$ cat src/rtl/rice_bit_packer.sv
// Packs right-aligned variable-length Rice codewords MSB-first into a continuous
// bitstream and emits it as WORD_W-bit words over a valid/ready handshake.
module rice_bit_packer #(
    parameter int WORD_W   = 16,
    parameter int MAX_CODE = 32,
    parameter int BUF_W    = 48
) (
    input  logic              iClock,
    input  logic              iReset,
    input  logic              iValid,
    input  logic [15:0]       iMSB,
    input  logic [15:0]       iLSB,
    input  logic [15:0]       iBitsUsed,
    output logic              oReady,
    input  logic              iFlush,
    output logic [WORD_W-1:0] oData,
    output logic              oValid,
    input  logic              iReady,
    output logic              oFlushDone,
    output logic [31:0]       oTotalBits,
    output logic              oError
);

    localparam int FW = $clog2(BUF_W + 1);
    localparam logic [FW-1:0] WORD_F = FW'(WORD_W);
    localparam logic [FW-1:0] ROOM_F = FW'(BUF_W - MAX_CODE);

    typedef enum logic [1:0] {RUN, FLUSH, DRAIN} state_t;

    state_t              state, state_n;
    logic [BUF_W-1:0]    acc, acc_s, acc_n, code_ext;
    logic [FW-1:0]       fill, fill_s, fill_n;
    logic [WORD_W-1:0]   data_n;
    logic [31:0]         total_n, code;
    logic [63:0]         mask;
    logic [7:0]          shamt;
    logic                slot_free, accept, bad, take, full_emit, pad_emit, emit;
    logic                valid_n, ready_n, done_n, err_n;

    always_comb begin
        slot_free = !oValid || iReady;
        accept    = iValid && oReady;
        bad       = iBitsUsed > 16'(MAX_CODE);
        take      = accept && !bad && (iBitsUsed != 16'd0);
        full_emit = (fill >= WORD_F) && slot_free;
        pad_emit  = (state == FLUSH) && (fill != '0) && (fill < WORD_F) && slot_free;
        emit      = full_emit || pad_emit;

        // Shift out the emitted word first, then append the new code behind what remains.
        acc_s  = emit ? (acc << WORD_W) : acc;
        fill_s = full_emit ? (fill - WORD_F) : (pad_emit ? '0 : fill);

        mask     = (64'd1 << iBitsUsed) - 64'd1;
        code     = {iMSB, iLSB} & mask[31:0];
        code_ext = BUF_W'(code);
        shamt    = 8'(BUF_W) - 8'(fill_s) - 8'(iBitsUsed);

        acc_n   = take ? (acc_s | (code_ext << shamt)) : acc_s;
        fill_n  = take ? (fill_s + FW'(iBitsUsed)) : fill_s;
        total_n = take ? (oTotalBits + {16'd0, iBitsUsed}) : oTotalBits;
        err_n   = oError || (accept && bad);

        data_n  = emit ? acc[BUF_W-1 -: WORD_W] : oData;
        valid_n = emit ? 1'b1 : (iReady ? 1'b0 : oValid);

        state_n = state;
        done_n  = 1'b0;
        case (state)
            RUN:   if (iFlush) state_n = FLUSH;
            FLUSH: if (fill == '0 || pad_emit) state_n = DRAIN;
            DRAIN: if (slot_free) begin
                state_n = RUN;
                done_n  = 1'b1;
            end
            default: state_n = RUN;
        endcase

        ready_n = (state_n == RUN) && (fill_n <= ROOM_F);
    end

    always_ff @(posedge iClock or negedge iReset) begin
        if (!iReset) begin
            state      <= RUN;
            acc        <= '0;
            fill       <= '0;
            oData      <= '0;
            oValid     <= 1'b0;
            oReady     <= 1'b0;
            oFlushDone <= 1'b0;
            oTotalBits <= '0;
            oError     <= 1'b0;
        end else begin
            state      <= state_n;
            acc        <= acc_n;
            fill       <= fill_n;
            oData      <= data_n;
            oValid     <= valid_n;
            oReady     <= ready_n;
            oFlushDone <= done_n;
            oTotalBits <= total_n;
            oError     <= err_n;
        end
    end

endmodule
$ cat config.mk
export PLATFORM = sky130hd
export DESIGN_NAME = rice_bit_packer
export DESIGN_NICKNAME = d
export VERILOG_FILES = /design/src/rtl/rice_bit_packer.sv
export SDC_FILE = /design/constraint.sdc
export NUM_CORES = 1
export LEC_CHECK = 0
export ABC_AREA = 1
export ABC_CLOCK_PERIOD_IN_PS = 4100
export BUFFER_PORTS_ARGS = -buffer_cell sky130_fd_sc_hd__clkbuf_2
export CORE_MARGIN = 4
export CORE_UTILIZATION = 40
export DETAILED_ROUTE_END_ITERATION = 8
export PLACE_DENSITY_LB_ADDON = 0.3
export SLEW_MARGIN = 20
export SYNTH_ARGS = -nofsm -noshare
export SYNTH_HDL_FRONTEND = slang
export SYNTH_SLANG_ARGS = --single-unit
$ cat constraint.sdc
create_clock -name iClock -period 4.1 [get_ports iClock]
set_input_delay 0.82 -clock iClock [delete_from_list [all_inputs] [get_ports iClock]]
set_output_delay 0.82 -clock iClock [all_outputs]
set_load 0.005 [all_outputs]
==> After elaboration in Yosys (flattened, before gate mapping) <==
Index checks and enable logic that the tools add are counted.
{ "word_totals": {"regBits": 108, "inputBits": 53} }
{ "op_classes": {"addsub": 6, "n_lt_le_gt_ge": 4, "eq_ne": 2, "shifts": 2, "mux": 13, "bitwise": 2, "n_reduce_logical": 21} }
{ "op_table": {"columns": ["operator", "n"], "rows": [
  ["$mux W48", 2],
  ["$or A48 B48 Y48", 1],
  ["$shl A32 B8 Y48", 1],
  ["$add A32 B16 Y32", 1],
  ["$and A32 B32 Y32", 1],
  ["$shl A1 B16 Y32 const A", 1],
  ["$sub A32 B1 Y32 const B", 1],
  ["$mux W6", 3],
  ["$gt A16 B6 Y1 const B", 1],
  ["$reduce_bool A16 Y1", 1],
  ["$logic_and A1 B1 Y1", 9],
  ["$sub A8 B8 Y8", 1],
  ["$sub A6 B6 Y7 const A", 1],
  ["$add A6 B6 Y6", 1],
  ["$ge A6 B5 Y1 const B", 1],
  ["$le A6 B5 Y1 const B", 1],
  ["$logic_not A6 Y1", 1],
  ["$lt A6 B5 Y1 const B", 1],
  ["$mux W2", 3],
  ["$pmux W2 S3", 1],
  ["$reduce_bool A6 Y1", 1],
  ["$sub A6 B5 Y6 const B", 1],
  ["$logic_not A2 Y1", 2],
  ["$logic_or A1 B1 Y1", 4],
  ["other kinds (5)", 9]
]} }

==> Logic depth before layout (Yosys ltp) <==
Gate-level depths: netlist (run 1).
{ "logic_depth": {"word_depth": 11, "ltp_mapped": 35, "mapped_depth_nobuf": 34} }

==> Least setup slack after synthesis (run 1) <==
OpenSTA, ideal clock, no wires.
{ "synth_timing": {"path_kind": "input-to-reg", "start": "input iReady", "end": "register acc[37]", "setup_time_ns": 0.120, "t_arrival_ns": 3.673, "required_time_ns": 3.980, "slack_ns": 0.306, "cell_stages": 30, "n_path_buf": 1, "cell_sequence": "nor2_4 -> nor2_2 -> nand4_1 -> nand2_1 -> inv_1 -> nor3_1 -> nand2_1 -> nand2_1 -> xor2_1 -> ha_1 -> nand2_1 -> nor3_1 -> nand2_1 -> nand3_1 -> nand2_1 -> inv_1 -> nand4_2 -> nand2_4 -> inv_4 -> buf_4 -> nand3_1 -> nand2_1 -> nand3_1 -> nand2_1 -> nand2_1 -> nand3_1 -> nand3_1 -> nand2_1 -> o21ai_1 -> nand2_1"} }
{ "synth_via": {"elab_chain_cells": 9} }
{ "synth_lines": {"columns": ["element", "line_no", "text"], "rows": [
  ["from (decl)", "18", "input logic iReady,"],
  ["$logic_or A1 B1 Y1 (*)", "41", "slot_free = !oValid || iReady;"],
  ["$logic_and A1 B1 Y1", "46", "pad_emit = (state == FLUSH) && (fill != '0) && (fill < WORD_F) && slot_free;"],
  ["$mux W6 (2 in series)", "51", "fill_s = full_emit ? (fill - WORD_F) : (pad_emit ? '0 : fill);"],
  ["$sub A6 B6 Y7", "56", "shamt = 8'(BUF_W) - 8'(fill_s) - 8'(iBitsUsed);"],
  ["$sub A8 B8 Y8", "56", null],
  ["$shl A32 B8 Y48", "58", "acc_n = take ? (acc_s | (code_ext << shamt)) : acc_s;"],
  ["$or A48 B48 Y48", "58", null],
  ["$mux W48 (*)", "58", null],
  ["net acc_n[37]", "31", "logic [BUF_W-1:0] acc, acc_s, acc_n, code_ext;"],
  ["to (signal assigned)", "94", "acc <= acc_n;"],
  ["to (decl)", "31", null]
]} }
The timed path passes the listed nets; every way through them passes the cells marked *.
A chain may end at the register's enable or synchronous reset.

==> Final worst setup path (run 1) <==
{ "layout_timing": {"start": "register fill[5]", "end": "register acc[27]"} }
{ "layout_via": {"elab_chain_cells": 11} }
{ "layout_lines": {"columns": ["element", "line_no", "text"], "rows": [
  ["from (decl)", "32", "logic [FW-1:0] fill, fill_s, fill_n;"],
  ["from (signal assigned)", "95", "fill <= fill_n;"],
  ["branches (longest 10 deep; another with $sub A8 B8 Y8)", null, null],
  ["$mux W48 (*)", "58", null],
  ["net acc_n[27]", "31", null]
]} }
Mark *: on every way through the listed nets, which the timed path passes.

==> results of run 1 <==
worst max-delay path, delay by kind of cell, from the launching register on:
kind	cells	cell delay, ps
AND/OR/NAND/NOR	20	2250
buffers and inverters	7	580
adder cells (fa/ha/maj)	2	490
flip-flops	1	380
AO/OA/AOI/OAI	2	220
XOR/XNOR	1	70
cells in the mapped netlist (2+ instances only):
| library cell | n |
|---|---|
| nand4_1 | 49 |
| mux2i_1 | 21 |
| o21ai_0 | 56 |
| xnor2_1 | 14 |
| nor2_4 | 3 |
| inv_2 | 13 |
| nand2_1 | 431 |
| o21ai_1 | 20 |
| nor3_1 | 12 |
| nand4_2 | 3 |
| a21oi_1 | 60 |
| o22ai_1 | 4 |
| xor2_1 | 26 |
| buf_2 | 23 |
| fa_1 | 3 |
| nand2_2 | 8 |
| nor2_2 | 17 |
| nand3_1 | 234 |
| nor2_8 | 2 |
| o21a_1 | 2 |
| ha_1 | 32 |
| dfrtp_1 | 108 |
| nand2_4 | 2 |
| nor3_2 | 5 |
| inv_1 | 115 |
| o21ai_2 | 6 |
| and3_1 | 3 |
| o21bai_1 | 4 |
| buf_6 | 2 |
| buf_4 | 2 |
| nand3b_1 | 2 |
| nor2_1 | 125 |
| buf_1 | 4 |
| clkinv_1 | 3 |
| a31oi_1 | 3 |
| nand3_2 | 8 |
| clkbuf_1 | 32 |
power breakdown:
group | internal [W] | switching (W) | total (W)
registers | 0.00124 | 0.0000925 | 0.00133
logic | 0.00124 | 0.00214 | 0.00338
clock network | 0.000485 | 0.000435 | 0.000920
metal layers:
metal	vias to the layer above	part of all wire (%)	global-route usage [%]
li1	5176	-	-
met4	0	2.2	6.65
met2	376	45	36.2
met1	4805	47	33.9
met5	-	0	0
met3	48	6.5	3.57
logic make-up after synthesis:
| kind of cell | Yosys count |
|---|---|
| adders and majority gates | 35 |
| DFF | 108 |
| AOI/OAI and AO/OA | 164 |
| muxes | 21 |
| xor gates and xnor gates | 40 |
| buffers and inverters | 195 |
| and+or+nand+nor | 909 |
repair_timing:
item / in CTS / in global routing
setup buffers: 0 / 8
pin swaps: 1 / 48
setup endpoints to repair: 2 / 48
resized for setup: 2 / 164
hold buffers: 0 / 0
area by class of cell:
type	instances	area (µm²)	area share (%)
Clock buffer	9	225	1.90
Clock inverter	7	82.6	0.696
Inverter	132	503	4.24
Multi-Input combinational cell	1169	6650	56.1
Sequential cell	108	2700	22.8
Tap cell	319	399	3.37
Timing Repair Buffer	193	1290	10.9
worst paths after layout:
check                                startpoint                    endpoint  depth (start not counted)
max reg2reg                   fill[5]$_DFF_PN0_           acc[27]$_DFF_PN0_                         32
min                                      iReset  oTotalBits[12]$_DFFE_PN0P_                          1
min in group iClock        oData[9]$_DFFE_PN0N_        oData[9]$_DFFE_PN0N_                          2
max                           fill[5]$_DFF_PN0_           acc[27]$_DFF_PN0_                         32
min reg2reg                oData[9]$_DFFE_PN0N_        oData[9]$_DFFE_PN0N_                          2
max in group asynchronous                iReset        oData[5]$_DFFE_PN0N_                          2
state kept, by name, summed over array words and instances (netlist names):
signal      flops
acc            48
oTotalBits     32
oData          16
fill            6
state           2
oError          1
oFlushDone      1
oReady          1
oValid          1
per-stage QoR:
stage	worst slack (ps)	area (µm²)
global route	-310	11900
finish	50.4	11900
floorplan	306	9550
CTS	-2.46	11200
detailed placement	-280	10900
global placement	-225	10900
==> summary.txt, run 1 <==
Drt
  – DRC: 0
  – Initial detailed-routing violation count: 976
  – Post-route ant nets: 0
  – Drt pass-1 iters: 5
  – Routed wire length: 31,500 µm
  – Via count: 10,400
  – WL/cell: 16.2 µm
  – Vias per std cell: 5.37

Logic synthesis
  – Synth Register Bits: 108
  – Area share of and/or/nand/nor cells after synthesis: 43.3%
  – Post-synth cell types: 52
  – YS warnings: 0
  – Syn nets: 1,560
  – Post-Synth Adder-Cell Area: 4.82%
  – XOR/XNOR share of the synthesized area: 3.67%
  – Post-synthesis mux area share: 2.20%
  – Number of synthesized flops with an enable pin: 0
  – Async set-reset flop share out of synthesis: 100%
  – Mapped Cells: 1,472
  – Most used DFF post-synth: dfrtp_1
  – Register area share after synthesis: 28.3%
  – Compound-cell area share of the yosys netlist: 9.50%
  – Largest family of logic cells by synthesized area: simple AND/OR/NAND/NOR gates
  – Synth area leaders: dfrtp_1, nand2_1, nand3_1
  – Post-Syn Area per Cell: 6.49 µm²
  – Largest area contributor in the netlist: dfrtp_1
  – Top-area cell type share of the netlist area: 28.3%
  – Synthesized area: 9550 µm²

Global routing
  – Initial antenna violation count: 0
  – Pin count of the biggest net entering global routing: 89
  – Vias in the first global route: 9,734
  – Remaining Overflow, GRT: 0
  – Global-route wire length before repair: 50,200 µm
  – All-Layer GR Usage: 23.4%

Layout
  – Final Util: 50.5%
  – Most frequent cells in the layout: nand2_1, nand3_1, nor2_1
  – Final Non-Filler Cells: 1,937
  – Share of layout cells above drive strength 1: 25.6%
  – Fillers: 2,332
  – Antenna fix cells: 0
  – Most common cell after layout, fill and taps aside: nand2_1
  – Final layout net count: 1,701
  – Syn-to-layout area delta: 24.2%

Pwr
  – Worst vdd ir: 0.000428 V
  – Cell area power density: 475 nW/µm²
  – Pleak: 6.29 nW
  – Pwr Total: 0.00563 W

Clock network
  – Worst-path clk slew: 70 ps
  – CTS Buffer Depth: 2
  – CTS Buf Count: 9
  – Clock latency on the worst-skew pair: 360 ps
  – CTS root buf: clkbuf_16
  – Clk sinks: 108
  – CTS tree: built
  – Htree depth: 3

STA
  – Count of final hold-check violations: 0
  – # setup viols final: 0
  – Fin Hold WS: 354 ps
  – F_max: 0.247 GHz
  – Pins Over Slew Limit: 0
  – Rel. slew slack: 49.0%
  – Worst-margin pin slew: 762 ps
  – Final Skew: 11.9 ps
  – Minimum clock period: 4050 ps
  – Unrepaired setup endpoints after global routing: true
  – Setup_tns: 0 ps
  – Period utilization: 98.8%

Run
  – Maxcap violations: 0

Floorplanning
  – Die Ht: 163 µm
  – Core ar.: 23,500 µm²
  – Die W: 163 µm
  – Die Footprint: 26,400 µm²
  – # IOs: 105
  – Rows: 56
  – Starting density of the core: 40.7%

Setup path
  – Critical Path Most Common Cell: nand2_2
  – Worst setup SP type: flop
  – Worst reg2reg setup slack: 50 ps
  – Worst path required time: 4380 ps
  – Crit-path max cell delay: 380 ps
  – Crit end category: flop
  – CP Data Arrival Time: 4330 ps
  – Worst Path Max Fanout: 16
  – CP max-delay cell: dfrtp_1
  – Worst Setup Path Type: reg -> reg

Hold path
  – Worst Hold Class: in -> async

Placement
  – Input/output buffers: 104
  – Routability cong.: 1.01
  – Final HPWL DP: 24,300 µm
  – Placed cells: 1,913

Outcome
  – Outcome: finished, final reports clean
(Power assumes the default switching activity.)
==> inputs of run 2 (changes only) <==
--- a/config.mk
+++ b/config.mk
@@ -8,6 +8,8 @@
 export ABC_AREA = 1
 export ABC_CLOCK_PERIOD_IN_PS = 4100
 export BUFFER_PORTS_ARGS = -buffer_cell sky130_fd_sc_hd__clkbuf_2
+export CELL_PAD_IN_SITES_DETAIL_PLACEMENT = 0
+export CELL_PAD_IN_SITES_GLOBAL_PLACEMENT = 1
 export CORE_MARGIN = 4
 export CORE_UTILIZATION = 40
 export DETAILED_ROUTE_END_ITERATION = 8
==> summary.txt, run 2 (synthesis gave the netlist of run 1 again) <==
Outcome
  – Outcome: finished, final reports clean

STA
  – Setup ws final: 76.7 ps
  – Minimum clock period: 4020 ps
  – Rel. slew slack: 50.7%
  – Final Skew: 15.2 ps
  – Pins Over Slew Limit: 0
  – Count of final hold-check violations: 0
  – # setup viols final: 0
  – F_max: 0.249 GHz
  – Period utilization: 98.1%
  – Worst-margin pin slew: 737 ps
  – Unrepaired setup endpoints after global routing: true

Setup path
  – CP max-delay cell: dfrtp_1
  – CP top delay family: simple AND/OR/NAND/NOR gates
  – RR Startpoint: fill[5]$_DFF_PN0_
  – Crit-path max cell delay: 370 ps
  – Worst setup SP type: flop
  – Reg-to-reg critical path endpoint: acc[17]$_DFF_PN0_
  – Crit end category: flop
  – CP Data Arrival Time: 4310 ps
  – Worst Setup Path Type: reg -> reg
  – R2R depth: 31
  – Worst reg2reg setup slack: 80 ps
  – Worst path bufs/invs: 6
  – Critical Path Most Common Cell: nand2_1
  – Worst path required time: 4380 ps
  – Worst Path Max Fanout: 7

Floorplanning
  – Die Ht: 163 µm
  – Rows: 56
  – # IOs: 105
  – Core ar.: 23,500 µm²
  – Die W: 163 µm
  – Die Footprint: 26,400 µm²
  – Starting density of the core: 40.7%

Hold path
  – Worst Hold Class: reg -> reg
  – Hold path endpoint: oTotalBits[31]$_DFFE_PN0P_
  – Hold Crit Start: oTotalBits[31]$_DFFE_PN0P_
  – Worst hold path cell count: 1

Pwr
  – Worst vdd ir: 0.000274 V
  – Pwr Total: 0.00581 W
  – Pleak: 6.40 nW
  – Cell area power density: 480 nW/µm²

Drt
  – Initial detailed-routing violation count: 858
  – Post-route ant nets: 0
  – Vias per std cell: 5.32
  – DRC: 0
  – Drt pass-1 iters: 5
  – Via count: 10,400
  – Routed wire length: 33,100 µm
  – WL/cell: 17.0 µm

Global routing
  – Initial antenna violation count: 0
  – Global-route wire length before repair: 52,300 µm
  – Vias in the first global route: 9,797
  – Pin count of the biggest net entering global routing: 62
  – Remaining Overflow, GRT: 0
  – All-Layer GR Usage: 24.6%

Layout
  – Fillers: 2,421
  – Antenna fix cells: 0
  – Final Util: 51.5%
  – Syn-to-layout area delta: 26.7%
  – Final layout net count: 1,716
  – Share of layout cells above drive strength 1: 26.9%
  – Top reg by flops: acc
  – Most common cell after layout, fill and taps aside: nand2_1
  – Most frequent cells in the layout: nand2_1, nand3_1, nor2_1
  – Largest register FFs: 48
  – Largest regs: acc: 48 flops, oTotalBits: 32 flops, oData: 16 flops

Placement
  – Place WS: -380 ps
  – Final HPWL DP: 25,300 µm
  – Input/output buffers: 104
  – Routability cong.: 0.943

Clock network
  – CTS Buf Count: 9
  – CTS tree: built
  – Clk sinks: 108
  – CTS Buffer Depth: 2
  – CTS root buf: clkbuf_16
  – Hold-fix buffers, CTS: 0
  – Worst-path clk slew: 70 ps
  – Htree depth: 3
  – Clock latency on the worst-skew pair: 360 ps

Run
  – Maxcap violations: 0
[run 2: cell count changes in the layout (fill, tap and decap cells not counted), sizes merged]
| cell | change |
|---|---|
| clkinvlp | -1 |
| buf | +14 |
| bufinv | -1 |
| clkinv | +4 |
| clkbuf | -1 |
[run 2: worst register-to-register path, delay by kind of cell, from the launching register on]
kind | cells | cell delay [ps]
simple gates | 19 | 2110
flops | 1 | 370
buf+inv | 6 | 510
fa+ha+maj | 2 | 460
compound gates | 3 | 420
xor+xnor | 1 | 70
[run 2: power breakdown]
part | total, W | switching, W | internal (W)
sequential | 0.00134 | 0.0000964 | 0.00124
combinational | 0.00362 | 0.00225 | 0.00137
clock | 0.000851 | 0.000429 | 0.000422
total | 0.00581 | 0.00278 | 0.00303
[run 2: repair_timing]
item | 4_1_cts | 5_1_grt
cloned | 0 | 3
pin swaps | 3 | 52
hold endpoints to repair | 0 | 0
resized for setup | 9 | 172
buffers inserted | 0 | 8
setup endpoints to repair | 6 | 48
[run 2: area by class of cell]
| class | instances | area [µm²] | area share [%] |
|---|---|---|---|
| multi-input combinational | 1169 | 6770 | 55.9 |
| sequential | 108 | 2700 | 22.3 |
| timing repair buffer | 206 | 1420 | 11.7 |
| inverter | 132 | 508 | 4.20 |
| tap | 319 | 399 | 3.30 |
| clock buffer | 9 | 225 | 1.86 |
| clock inverter | 7 | 61.3 | 0.507 |
| timing repair inverter | 2 | 20.0 | 0.165 |
[run 2: routing by layer]
layer	global-route usage, %	wire (µm)	vias to the layer above	part of all wire (%)
li1	-	-	5193	-
met3	2.76	1840	37	5.6
met4	5.81	659	0	2.0
met2	39.4	15100	306	45
met5	0	0	-	0
met1	35.7	15600	4844	47
[run 2: worst max-delay path by stage]
stage | cells after the start | start | to
2_1_floorplan | 30 | iReady | acc[37]$_DFF_PN0_
3_3_place_gp | 28 | iReady | acc[45]$_DFF_PN0_
3_5_place_dp | 28 | iReady | acc[18]$_DFF_PN0_
4_1_cts | 29 | fill[4]$_DFF_PN0_ | acc[18]$_DFF_PN0_
5_1_grt | 32 | fill[4]$_DFF_PN0_ | acc[45]$_DFF_PN0_
6_report | 31 | fill[5]$_DFF_PN0_ | acc[17]$_DFF_PN0_
[run 2: stage by stage]
stage | TNS [ps] | hold WS [ps] | instance area (µm²) | std cells
after floorplan | 0 | 444 | 9550 | 1472
after global placement | -10420 | 453 | 11000 | 1925
after detailed placement | -9880 | 459 | 11000 | 1925
after CTS | 0 | 478 | 11300 | 1941
after global routing | -4780 | 486 | 12100 | 1952
final | 0 | 469 | 12100 | 1952
==> inputs of run 3 (changes only) <==
--- a/config.mk
+++ b/config.mk
@@ -6,7 +6,7 @@
 export NUM_CORES = 1
 export LEC_CHECK = 0
 export ABC_AREA = 1
-export ABC_CLOCK_PERIOD_IN_PS = 4100
+export ABC_CLOCK_PERIOD_IN_PS = 3880
 export BUFFER_PORTS_ARGS = -buffer_cell sky130_fd_sc_hd__clkbuf_2
 export CELL_PAD_IN_SITES_DETAIL_PLACEMENT = 0
 export CELL_PAD_IN_SITES_GLOBAL_PLACEMENT = 1
==> constraint.sdc (replaced) <==
create_clock -name iClock -period 3.88 [get_ports iClock]
set_input_delay 0.776 -clock iClock [delete_from_list [all_inputs] [get_ports iClock]]
set_output_delay 0.776 -clock iClock [all_outputs]
set_load 0.005 [all_outputs]
==> summary.txt, run 3 (synthesis gave the netlist of run 1 again) <==
Layout
  – Largest regs: acc: 48 flops, oTotalBits: 32 flops, oData: 16 flops
  – Antenna fix cells: 0
  – Most frequent cells in the layout: nand2_1, nand3_1, buf_4
  – Final Non-Filler Cells: 1,987
  – Fillers: 2,378
  – Most common cell after layout, fill and taps aside: nand2_1
  – Share of layout cells above drive strength 1: 29.5%
  – Largest register FFs: 48
  – Final layout net count: 1,752
  – Final Cell Area: 12,400 µm²
  – Syn-to-layout area delta: 29.8%
  – Top reg by flops: acc

Placement
  – Placed cells: 1,950
  – Placed Instance Area: 11,200 µm²
  – Routability cong.: 0.933
  – Final HPWL DP: 25,500 µm
  – Input/output buffers: 104

Global routing
  – All-Layer GR Usage: 24.8%
  – Remaining Overflow, GRT: 0
  – Vias in the first global route: 9,982
  – Initial antenna violation count: 0
  – Global-route wire length before repair: 53,100 µm
  – Pin count of the biggest net entering global routing: 53

STA
  – Setup ws final: -184 ps
  – Count of final hold-check violations: 0
  – Rel. slew slack: 56.2%
  – Pins Over Slew Limit: 0
  – # setup viols final: 39
  – Period utilization: 105%
  – Unrepaired setup endpoints after global routing: true
  – Setup_tns: -3310 ps
  – Minimum clock period: 4060 ps
  – Worst-margin pin slew: 656 ps
  – Fin Hold WS: 435 ps
  – Final Skew: 15.5 ps
  – F_max: 0.246 GHz

Floorplanning
  – Core ar.: 23,500 µm²
  – # IOs: 105
  – Die Ht: 163 µm
  – Die W: 163 µm
  – Die Footprint: 26,400 µm²
  – Rows: 56
  – Starting density of the core: 40.7%

Drt
  – Vias per std cell: 5.28
  – WL/cell: 16.5 µm
  – Post-route ant nets: 0
  – Routed wire length: 32,800 µm
  – DRC: 0
  – Drt pass-1 iters: 5
  – Initial detailed-routing violation count: 926
  – Via count: 10,500

Setup path
  – Critical Path Most Common Cell: nand2_1
  – Worst Path Max Fanout: 8
  – CP max-delay cell: dfrtp_1
  – Worst Setup Path Type: reg -> reg
  – Crit end category: flop
  – Crit-path max cell delay: 370 ps
  – Worst setup SP type: flop
  – CP Data Arrival Time: 4350 ps
  – Worst path required time: 4170 ps

Clock network
  – CTS Buf Count: 9
  – Htree depth: 3
  – CTS tree: built
  – Hold-fix buffers, CTS: 0
  – Clk sinks: 108
  – Clock latency on the worst-skew pair: 360 ps
  – CTS Buffer Depth: 2
  – Worst-path clk slew: 80 ps
  – CTS root buf: clkbuf_16

Pwr
  – Pwr Total: 0.00620 W
  – Cell area power density: 500 nW/µm²
  – Pleak: 6.57 nW
  – Worst vdd ir: 0.000307 V

Outcome
  – Outcome: finished with violations
  – Failing checks: setup timing

Hold path
  – Worst Hold Class: in -> async

Run
  – Maxcap violations: 0
[run 3: timing repair]
action | CTS | global route
resized for setup | 82 | 122
endpoints found under the setup margin | 48 | 48
buffers inserted | 6 | 12
gates cloned | 4 | 0
pin swaps | 30 | 34
[run 3: report_power, final]
group          leakage, nW  switching (W)  internal (W)
sequential            1.43      0.0000932       0.00131
combinational         5.00        0.00235       0.00148
clock                0.151       0.000443      0.000525
total                 6.57        0.00289       0.00331
[run 3: stage by stage]
| stage | setup slack [ps] | util [%] |
|---|---|---|
| finish | -184 | 52.8 |
| global route | -457 | 52.8 |
| CTS | -54.6 | 50.5 |
| detailed placement | -596 | 47.6 |
| global placement | -569 | 47.6 |
| floorplan | 130 | - |
[run 3: path summary, 6_finish.rpt]
path                       cells after the start                         end  slack, ps                  start
setup reg to reg                              30           acc[33]$_DFF_PN0_       -180      fill[4]$_DFF_PN0_
hold reg to reg                                2       oData[12]$_DFFE_PN0N_        470  oData[12]$_DFFE_PN0N_
min in group iClock                            2       oData[12]$_DFFE_PN0N_        470  oData[12]$_DFFE_PN0N_
hold / removal                                 1  oTotalBits[12]$_DFFE_PN0P_        440                 iReset
max in group asynchronous                      2   oTotalBits[8]$_DFFE_PN0P_       2670                 iReset
setup / recovery                              30           acc[33]$_DFF_PN0_       -180      fill[4]$_DFF_PN0_
[run 3: layout make-up]
| cell class | instances | area [µm²] | share of cell area, % |
|---|---|---|---|
| flip-flops and latches | 108 | 2700 | 21.8 |
| repair buffers | 241 | 1700 | 13.7 |
| clock inverters | 5 | 67.6 | 0.545 |
| inverters | 132 | 505 | 4.08 |
| well taps | 319 | 399 | 3.22 |
| clock buffers | 10 | 239 | 1.93 |
| repair inverters | 3 | 23.8 | 0.192 |
| multi-input cells | 1169 | 6760 | 54.5 |
[run 3: critical path, delay by kind of cell, from the launching register on]
family	cells	cell delay [ps]
simple gates	19	2100
compound gates	2	430
xor+xnor	1	80
flops	1	370
buf+inv	6	510
fa+ha+maj	2	500
[run 3: layer usage]
layer	wire length, µm	track usage (%)	up-vias
met3	1710	2.71	36
met5	0	0	-
met2	14800	39.2	287
met4	704	6.34	0
met1	15600	36.4	4908
li1	-	-	5267
